<file path="src/rtl/cmd_decoder.sv">
// cmd_decoder: splits received bytes into opcode/parameter, validates the
// opcode, optionally collects one argument byte (with timeout), and holds
// the decoded command under a valid/ack handshake. Errors are pulsed,
// latched as a code and counted with saturation.
module cmd_decoder #(
  parameter int DATA_SIZE                        = 8,
  parameter int CMD_OP_SIZE                      = 4,
  parameter int CMD_PARAM_SIZE                   = 4,
  parameter logic [2**CMD_OP_SIZE-1:0] OP_VALID_MASK = 16'h01FF,
  parameter logic [2**CMD_OP_SIZE-1:0] OP_EXT_MASK   = 16'h0080,
  parameter int TIMEOUT_CYCLES                   = 1000,
  parameter int ERR_CNT_SIZE                     = 8
) (
  input  logic                      i_clock,
  input  logic                      i_reset,
  input  logic [DATA_SIZE-1:0]      i_rx_data,
  input  logic                      i_rx_valid,
  input  logic                      i_cmd_ack,
  output logic                      o_cmd_valid,
  output logic [CMD_OP_SIZE-1:0]    o_cmd_op,
  output logic [CMD_PARAM_SIZE-1:0] o_cmd_param,
  output logic [DATA_SIZE-1:0]      o_cmd_ext,
  output logic                      o_cmd_error,
  output logic [1:0]                o_error_code,
  output logic [ERR_CNT_SIZE-1:0]   o_error_count,
  output logic                      o_busy
);

  localparam int CNT_W = (TIMEOUT_CYCLES > 2) ? $clog2(TIMEOUT_CYCLES) : 1;
  localparam logic [CNT_W-1:0] CNT_LAST = CNT_W'(TIMEOUT_CYCLES - 1);

  localparam logic [1:0] ERR_BAD_OP  = 2'b01;
  localparam logic [1:0] ERR_TIMEOUT = 2'b10;
  localparam logic [1:0] ERR_OVERRUN = 2'b11;

  typedef enum logic [1:0] {
    IDLE     = 2'd0,
    EXT_WAIT = 2'd1,
    PRESENT  = 2'd2
  } state_t;

  state_t                    state_q, state_d;
  logic [CMD_OP_SIZE-1:0]    op_q, op_d;
  logic [CMD_PARAM_SIZE-1:0] param_q, param_d;
  logic [DATA_SIZE-1:0]      ext_q, ext_d;
  logic [CNT_W-1:0]          tcnt_q, tcnt_d;
  logic                      err_pulse_q, err_pulse_d;
  logic [1:0]                err_code_q, err_code_d;
  logic [ERR_CNT_SIZE-1:0]   err_cnt_q, err_cnt_d;

  logic                      raise_err;
  logic [1:0]                raise_code;
  logic [CMD_OP_SIZE-1:0]    rx_op;
  logic [CMD_PARAM_SIZE-1:0] rx_param;

  assign rx_op    = i_rx_data[DATA_SIZE-1 -: CMD_OP_SIZE];
  assign rx_param = i_rx_data[CMD_PARAM_SIZE-1:0];

  // Next-state, command latching and error detection
  always_comb begin
    state_d    = state_q;
    op_d       = op_q;
    param_d    = param_q;
    ext_d      = ext_q;
    tcnt_d     = tcnt_q;
    raise_err  = 1'b0;
    raise_code = err_code_q;

    unique case (state_q)
      IDLE: begin
        if (i_rx_valid) begin
          if (!OP_VALID_MASK[rx_op]) begin
            raise_err  = 1'b1;
            raise_code = ERR_BAD_OP;
          end else begin
            op_d    = rx_op;
            param_d = rx_param;
            if (OP_EXT_MASK[rx_op]) begin
              tcnt_d  = '0;
              state_d = EXT_WAIT;
            end else begin
              ext_d   = '0;
              state_d = PRESENT;
            end
          end
        end
      end
      EXT_WAIT: begin
        // A byte on the final counted cycle still wins over the timeout.
        if (i_rx_valid) begin
          ext_d   = i_rx_data;
          state_d = PRESENT;
        end else if (tcnt_q == CNT_LAST) begin
          raise_err  = 1'b1;
          raise_code = ERR_TIMEOUT;
          state_d    = IDLE;
        end else begin
          tcnt_d = tcnt_q + CNT_W'(1);
        end
      end
      PRESENT: begin
        if (i_rx_valid) begin
          raise_err  = 1'b1;
          raise_code = ERR_OVERRUN;
        end
        if (i_cmd_ack) begin
          state_d = IDLE;
        end
      end
      default: state_d = IDLE;
    endcase

    err_pulse_d = raise_err;
    err_code_d  = raise_code;
    err_cnt_d   = err_cnt_q;
    if (raise_err && (err_cnt_q != {ERR_CNT_SIZE{1'b1}})) begin
      err_cnt_d = err_cnt_q + ERR_CNT_SIZE'(1);
    end
  end

  // State and datapath registers with asynchronous clear
  always_ff @(posedge i_clock or posedge i_reset) begin
    if (i_reset) begin
      state_q     <= IDLE;
      op_q        <= '0;
      param_q     <= '0;
      ext_q       <= '0;
      tcnt_q      <= '0;
      err_pulse_q <= 1'b0;
      err_code_q  <= '0;
      err_cnt_q   <= '0;
    end else begin
      state_q     <= state_d;
      op_q        <= op_d;
      param_q     <= param_d;
      ext_q       <= ext_d;
      tcnt_q      <= tcnt_d;
      err_pulse_q <= err_pulse_d;
      err_code_q  <= err_code_d;
      err_cnt_q   <= err_cnt_d;
    end
  end

  assign o_cmd_valid   = (state_q == PRESENT);
  assign o_busy        = (state_q != IDLE);
  assign o_cmd_op      = op_q;
  assign o_cmd_param   = param_q;
  assign o_cmd_ext     = ext_q;
  assign o_cmd_error   = err_pulse_q;
  assign o_error_code  = err_code_q;
  assign o_error_count = err_cnt_q;

endmodule

</file>
<file path="config.mk">
export PLATFORM = sky130hd
export DESIGN_NAME = cmd_decoder
export DESIGN_NICKNAME = d
export VERILOG_FILES = /design/src/rtl/cmd_decoder.sv
export SDC_FILE = /design/constraint.sdc
export NUM_CORES = 1
export LEC_CHECK = 0
export ABC_AREA = 1
export CAP_MARGIN = 20
export CELL_PAD_IN_SITES_DETAIL_PLACEMENT = 1
export CELL_PAD_IN_SITES_GLOBAL_PLACEMENT = 2
export CORE_MARGIN = 1.5
export CORE_UTILIZATION = 32
export DETAILED_ROUTE_END_ITERATION = 12
export PLACE_DENSITY_LB_ADDON = 0.15
export SLEW_MARGIN = 20
export SYNTH_ARGS = -nofsm -noshare
export SYNTH_HDL_FRONTEND = slang
export SYNTH_SLANG_ARGS = --single-unit
</file>
<file path="constraint.sdc">
create_clock -name i_clock -period 4 [get_ports i_clock]
set_input_delay 0.6 -clock i_clock [delete_from_list [all_inputs] [get_ports i_clock]]
set_output_delay 0.6 -clock i_clock [all_outputs]
set_load 0.01 [all_outputs]
</file>
== Word-level counts from Yosys, hierarchy flattened ==
Memory sizes are Yosys's and may differ from the RTL's.
Index checks and enable logic that the tools add are counted.

* Bits in registers: 39
* Memory bits (read-only): 32
* Word-level logic and storage cells: 71
* Memories kept: 2

{| class="wikitable"
|+ Memory list
! memory !! words !! width !! read ports !! clocked after memory_dff !! wr ports !! line !! source
|-
| (name not given) || 16 || 1 || 1 || 0 || 0 || 78 || <nowiki>if (OP_EXT_MASK[rx_op]) begin</nowiki>
|-
| (name not given) || 16 || 1 || 1 || 0 || 0 || 72 || <nowiki>if (!OP_VALID_MASK[rx_op]) begin</nowiki>
|}

* $add $sub $neg: 2
* Order comparisons: 1
* Equal/unequal tests: 16
* Muxes and demuxes: 32
* Reductions and logical operators: 10

{| class="wikitable"
|+ Operators with widths
! kind !! number
|-
| $mux 10 || 5
|-
| $mux 8 || 4
|-
| $mux 2 || 11
|-
| $ne 2x2->1 const B || 11
|-
| $pmux 10 s2 || 1
|-
| $pmux 8 s2 || 1
|-
| $pmux 2 s3 || 2
|-
| $reduce_and 6->1 || 2
|-
| $add 10x1->10 const B || 1
|-
| $eq 10x10->1 const B || 1
|-
| $add 8x1->8 const B || 1
|-
| $ne 8x8->1 const B || 1
|-
| $mux 1 || 7
|-
| $lt 4x5->1 const B || 1
|-
| $reduce_and 5->1 || 1
|-
| $reduce_and 4->1 || 1
|-
| $reduce_bool 2->1 || 2
|-
| $ne 3x3->1 const B || 1
|-
| $pmux 1 s3 || 1
|-
| $reduce_and 3->1 || 1
|-
| $reduce_bool 3->1 || 1
|-
| $eq 2x1->1 const B || 1
|-
| $eq 2x2->1 const B || 1
|-
| $logic_not 2->1 || 1
|-
| $logic_and 1x1->1 || 1
|}

== Logic depth before layout (Yosys ltp) ==
* Depth after elaboration: 6
* Mapped depth: 10

== Worst setup path after synthesis ==
Ideal clock, no wire load.

* Path type: register -> register
* Start: register state_q[0]
* End: register op_q[0] (netlist: o_cmd_op[0])
* Arrival: 1.435 ns
* Slack: 2.445 ns
* Cell stages (with the launch flop): 10
* Period minus slack after synthesis: 1.555 ns
* Cells stage by stage: dfrtp_1 > inv_1 > ha_1 > buf_2 > inv_1 > a21oi_2 > nand2_1 > buf_2 > nand2_1 > o21ai_1

* Word-level cells in the longest chain between the ends: 2

{| class="wikitable"
|+ Ends and longest elaborated chain
! item !! line !! source
|-
| start, declared || 42 || <nowiki>state_t state_q, state_d;</nowiki>
|-
| start signal, assigned || 133 || <nowiki>state_q <= state_d;</nowiki>
|-
| $logic_not 2->1 || 69 || <nowiki>unique case (state_q)</nowiki>
|-
| $reduce_and 3->1 (no source line) || n/a ||
|-
| end signal, assigned || 134 || <nowiki>op_q <= op_d;</nowiki>
|-
| end, declared || 43 || <nowiki>logic [CMD_OP_SIZE-1:0] op_q, op_d;</nowiki>
|}

Every way passes these cells.
A chain may end at the register's enable or synchronous reset.

== Worst setup path in the final report ==
* Start: register state_q[0]
* End: output port o_busy

* Word-level cells in the longest chain between the ends: 1

{| class="wikitable"
|+ Ends and longest elaborated chain
! item !! line !! source
|-
| $reduce_bool 2->1 || 145 || <nowiki>assign o_busy = (state_q != IDLE);</nowiki>
|-
| end, declared || 26 || <nowiki>output logic o_busy</nowiki>
|}

Every way passes these cells.

==> results by group <==
Finish
  – Fin util: 0.410
  – Area grow syn2layout: 25.2%
  – Ant diodes: 0
  – Final nets: 358
  – Fillers: 853
  – Layout cells sized above 1: 0.0769

CTS
  – Clock-pin slew on the worst setup and hold paths: 0.07 ns
  – CTS tree: yes
  – Post-CTS setup buffer count: 0
  – Hold Buf Count CTS: 0
  – Clk buf depth: 2
  – H-tree depth: 2
  – Clk Latency, worst-skew pair: between 0.2 and 0.3 ns
  – Clock Sinks: 39
  – CTS resizes: 0
  – CTS Buf Count: 5
  – CTS root buffer: clkbuf_8

Synthesis
  – Post-synth EDFFs: 0
  – Synth Instances: 296
  – Mean post-synth cell area: 7.47 µm²
  – Yosys warns: 0
  – Synth Register Bits: 39
  – Top post-synthesis cells by area: dfrtp_1 (44%), nand2_1 (21%), inv_1 (4.2%), ha_1 (4.0%), nand4_1 (3.7%)
  – Async set or reset register ratio after synthesis: 1.00
  – Seq/Total Area, Yosys: 0.441
  – Syn Std Cell Area: 0.00221 mm²
  – Top-area cell type share of the netlist area: 0.441
  – Top_reg_cell synth: dfrtp_1
  – Synth area leader: dfrtp_1
  – Syn Nets: 315
  – Distinct cells, synth: 29

Floorplan
  – Row cnt: 30
  – Chip Width: 86.1 µm
  – Core area: around 0.0068 mm²
  – Die area: 0.00742 mm²
  – Initial cell density of the core: 0.327
  – I/O pin cnt: between 40 and 50
  – Die height: 86.1 µm

Worst setup path
  – Crit Path Class: reg -> out
  – Worst EP arrival: 1.79 ns
  – Crit. Startpoint: state_q[0]$_DFFE_PP0P_
  – CP Data Required Time: roughly 3.4 ns
  – Crit path capture type: output port
  – Reg2Reg Depth: 7
  – Startpoint class of the critical path: register
  – Worst Path Max Fanout: 8
  – Worst flop-to-flop path startpoint: state_q[1]$_DFFE_PP0P_

Timing
  – RSZ-0062 raised after global routing: no
  – Minimum clock period: 2.39 ns
  – Part of the cycle the worst path needs: 0.597
  – TNS Setup: 0 ns
  – Clk_skew: between 0.004 and 0.005 ns
  – Slew HR: 0.597
  – Final setup viols: 0
  – Max frequency: 419 MHz
  – Pins Over Slew Limit: 0
  – Hold violation count in the final report: 0
  – Tightest Pin Transition: a little over 0.6 ns
  – Worst hold slack: 0.488 ns

Status
  – Status: finished clean

Detailed routing
  – WL final: 5.63 mm
  – Top sig layer: met4
  – Drt pass-1 iters: 4
  – Wire per inst: about 13 µm
  – Met3 wire length: 115 µm
  – Vias per cell: 4.75
  – Antenna Violating Nets Remaining: 0
  – WL met2: around 2.6 mm
  – 1st-iter DRT viols: 76
  – # DRC: 0
  – Routed length on met1: 2.83 mm
  – Vias: 1985

Global routing
  – Largest net degree at the start of global routing: 40
  – Vias in the first global route: 2100
  – Initial antenna violation count: 0
  – First-pass GRT wire length: 9.81 mm
  – GR Overflow Total: 0
  – GRT Total Usage: 0.167

Pwr
  – LEAKAGE: 1.35 nW
  – Combinational Power Share: 0.432
  – Register share of total power: 0.393
  – Switching part of the total power: 0.379
  – Switching Power: 533 µW
  – Pwr/cell area: a little over 500 mW/mm²
  – Clk pwr share: 0.174
  – Internal: 872 µW
  – Worst VDD drop: about 0.26 mV

Placed design
  – Detail Placement HPWL: 4.19 mm
  – GP Congestion: roughly 0.76
  – Port buffer count: 40

Worst hold path
  – Hold Path Origin: o_cmd_param[3]$_DFFE_PP0P_
  – Worst Hold Class: reg -> reg
  – Hold Crit Depth: 2

Job
  – Max cap viols: 0
[cell type report]
| class | instances | area [µm²] | area share |
|---|---|---|---|
| Inverter | 34 | 128 | 0.0461 |
| Timing Repair Buffer | 41 | 408 | 0.147 |
| Multi-Input combinational cell | 218 | 1080 | 0.392 |
| Tap cell | 80 | 100 | 0.0361 |
| Sequential cell | 39 | 976 | 0.352 |
| Clock buffer | 6 | 72.6 | 0.0262 |
[flip-flops by register name, summed over array words and instances (netlist names)]
| name | cells |
|---|---|
| o_cmd_error | 1 |
| state_q | 2 |
| o_cmd_op | 4 |
| tcnt_q | 10 |
| o_error_count | 8 |
| o_cmd_param | 4 |
| o_error_code | 2 |
| o_cmd_ext | 8 |
[worst max-delay path, stage by stage (launching register included)]
cell and delay [ns]:
dfrtp_1 0.43, inv_1 0.09, ha_1 0.31, inv_1 0.13, clkdlybuf4s50_1 0.54
[cells in the final DEF (no fill, tap or decap)]
cell type        netlist  layout
a21oi_1                3       3
a21oi_2                1       1
a21oi_4                1       1
and3_1                 1       1
buf_4                  0       1
clkbuf_1               1       1
clkbuf_8               0       5
clkdlybuf4s50_1        0      40
clkinv_1               1       1
dfrtp_1               39      39
ha_1                   7       7
inv_1                 25      25
inv_2                  8       8
nand2_1              121     121
nand2_2                2       2
nand3_1               16      16
nand3_2                3       3
nand3_4                1       1
nand3b_1               1       1
nand4_1               13      13
nand4_2                1       1
nor2_1                19      19
nor2_2                 1       1
nor2_4                 2       2
nor3_1                 1       1
nor3b_1                1       1
o21ai_0                2       2
o21ai_1               13      13
o21bai_1               2       2
xnor2_1                2       2
xor2_1                 4       4
[cell usage after synthesis, types with 2 or more instances]
cell,count
nand3_1,16
nor2_4,2
buf_2,4
a21oi_1,3
xor2_1,4
inv_2,8
o21ai_0,2
o21bai_1,2
xnor2_1,2
nand3_2,3
nand2_2,2
dfrtp_1,39
ha_1,7
inv_1,25
nor2_1,19
nand4_1,13
o21ai_1,13
nand2_1,121
[stage by stage]
| stage | total power [mW] | worst slack (ns) | instance area, µm² | instances |
|---|---|---|---|---|
| after floorplan | 0.888 | 2.44 | 2210 | 296 |
| after global placement | 1.17 | 1.68 | 2700 | 412 |
| after detailed placement | 1.17 | 1.67 | 2700 | 412 |
| after CTS | 1.43 | 1.58 | 2770 | 418 |
| after global routing | 1.52 | 1.52 | 2770 | 418 |
| final | 1.40 | 1.61 | 2770 | 418 |
[power groups by stage]
stage               Sequential (mW)  Clock [mW]  Combinational, mW
floorplan                     0.587           0              0.301
global placement              0.562           0              0.603
detailed placement            0.562           0              0.611
CTS                           0.556       0.257              0.616
global route                  0.570       0.274              0.677
finish                        0.553       0.244              0.607
[logic make-up (layout without fill, tap and decap cells)]
logic type / Yosys count / in the layout / synth area share
AO/OA/AOI/OAI: 22 / 22 / 0.0588
AND/OR/NAND/NOR: 183 / 183 / 0.368
XOR/XNOR: 6 / 6 / 0.0238
buffers and inverters: 39 / 81 / 0.0684
flip-flops: 39 / 39 / 0.441
adder cells (fa/ha/maj): 7 / 7 / 0.0396
[per-layer routing]
| layer | GRT usage | vias to the layer above |
|---|---|---|
| met5 | 0 | - |
| met2 | 0.286 | 17 |
| met4 | 0.0440 | 0 |
| li1 | - | 1020 |
| met3 | 0.0346 | 5 |
| met1 | 0.216 | 943 |
[path summary, 6_finish.rpt]
path                                           endpoint  slack (ns)
setup / recovery                                 o_busy        1.61
hold / removal               o_cmd_param[3]$_DFFE_PP0P_        0.49
setup reg to reg           o_error_count[1]$_DFFE_PP0P_        1.93
hold reg to reg              o_cmd_param[3]$_DFFE_PP0P_        0.49
max in group asynchronous  o_error_count[5]$_DFFE_PP0P_        2.90
min in group asynchronous         tcnt_q[2]$_DFFE_PP0P_        0.75
(Power assumes the default switching activity.)
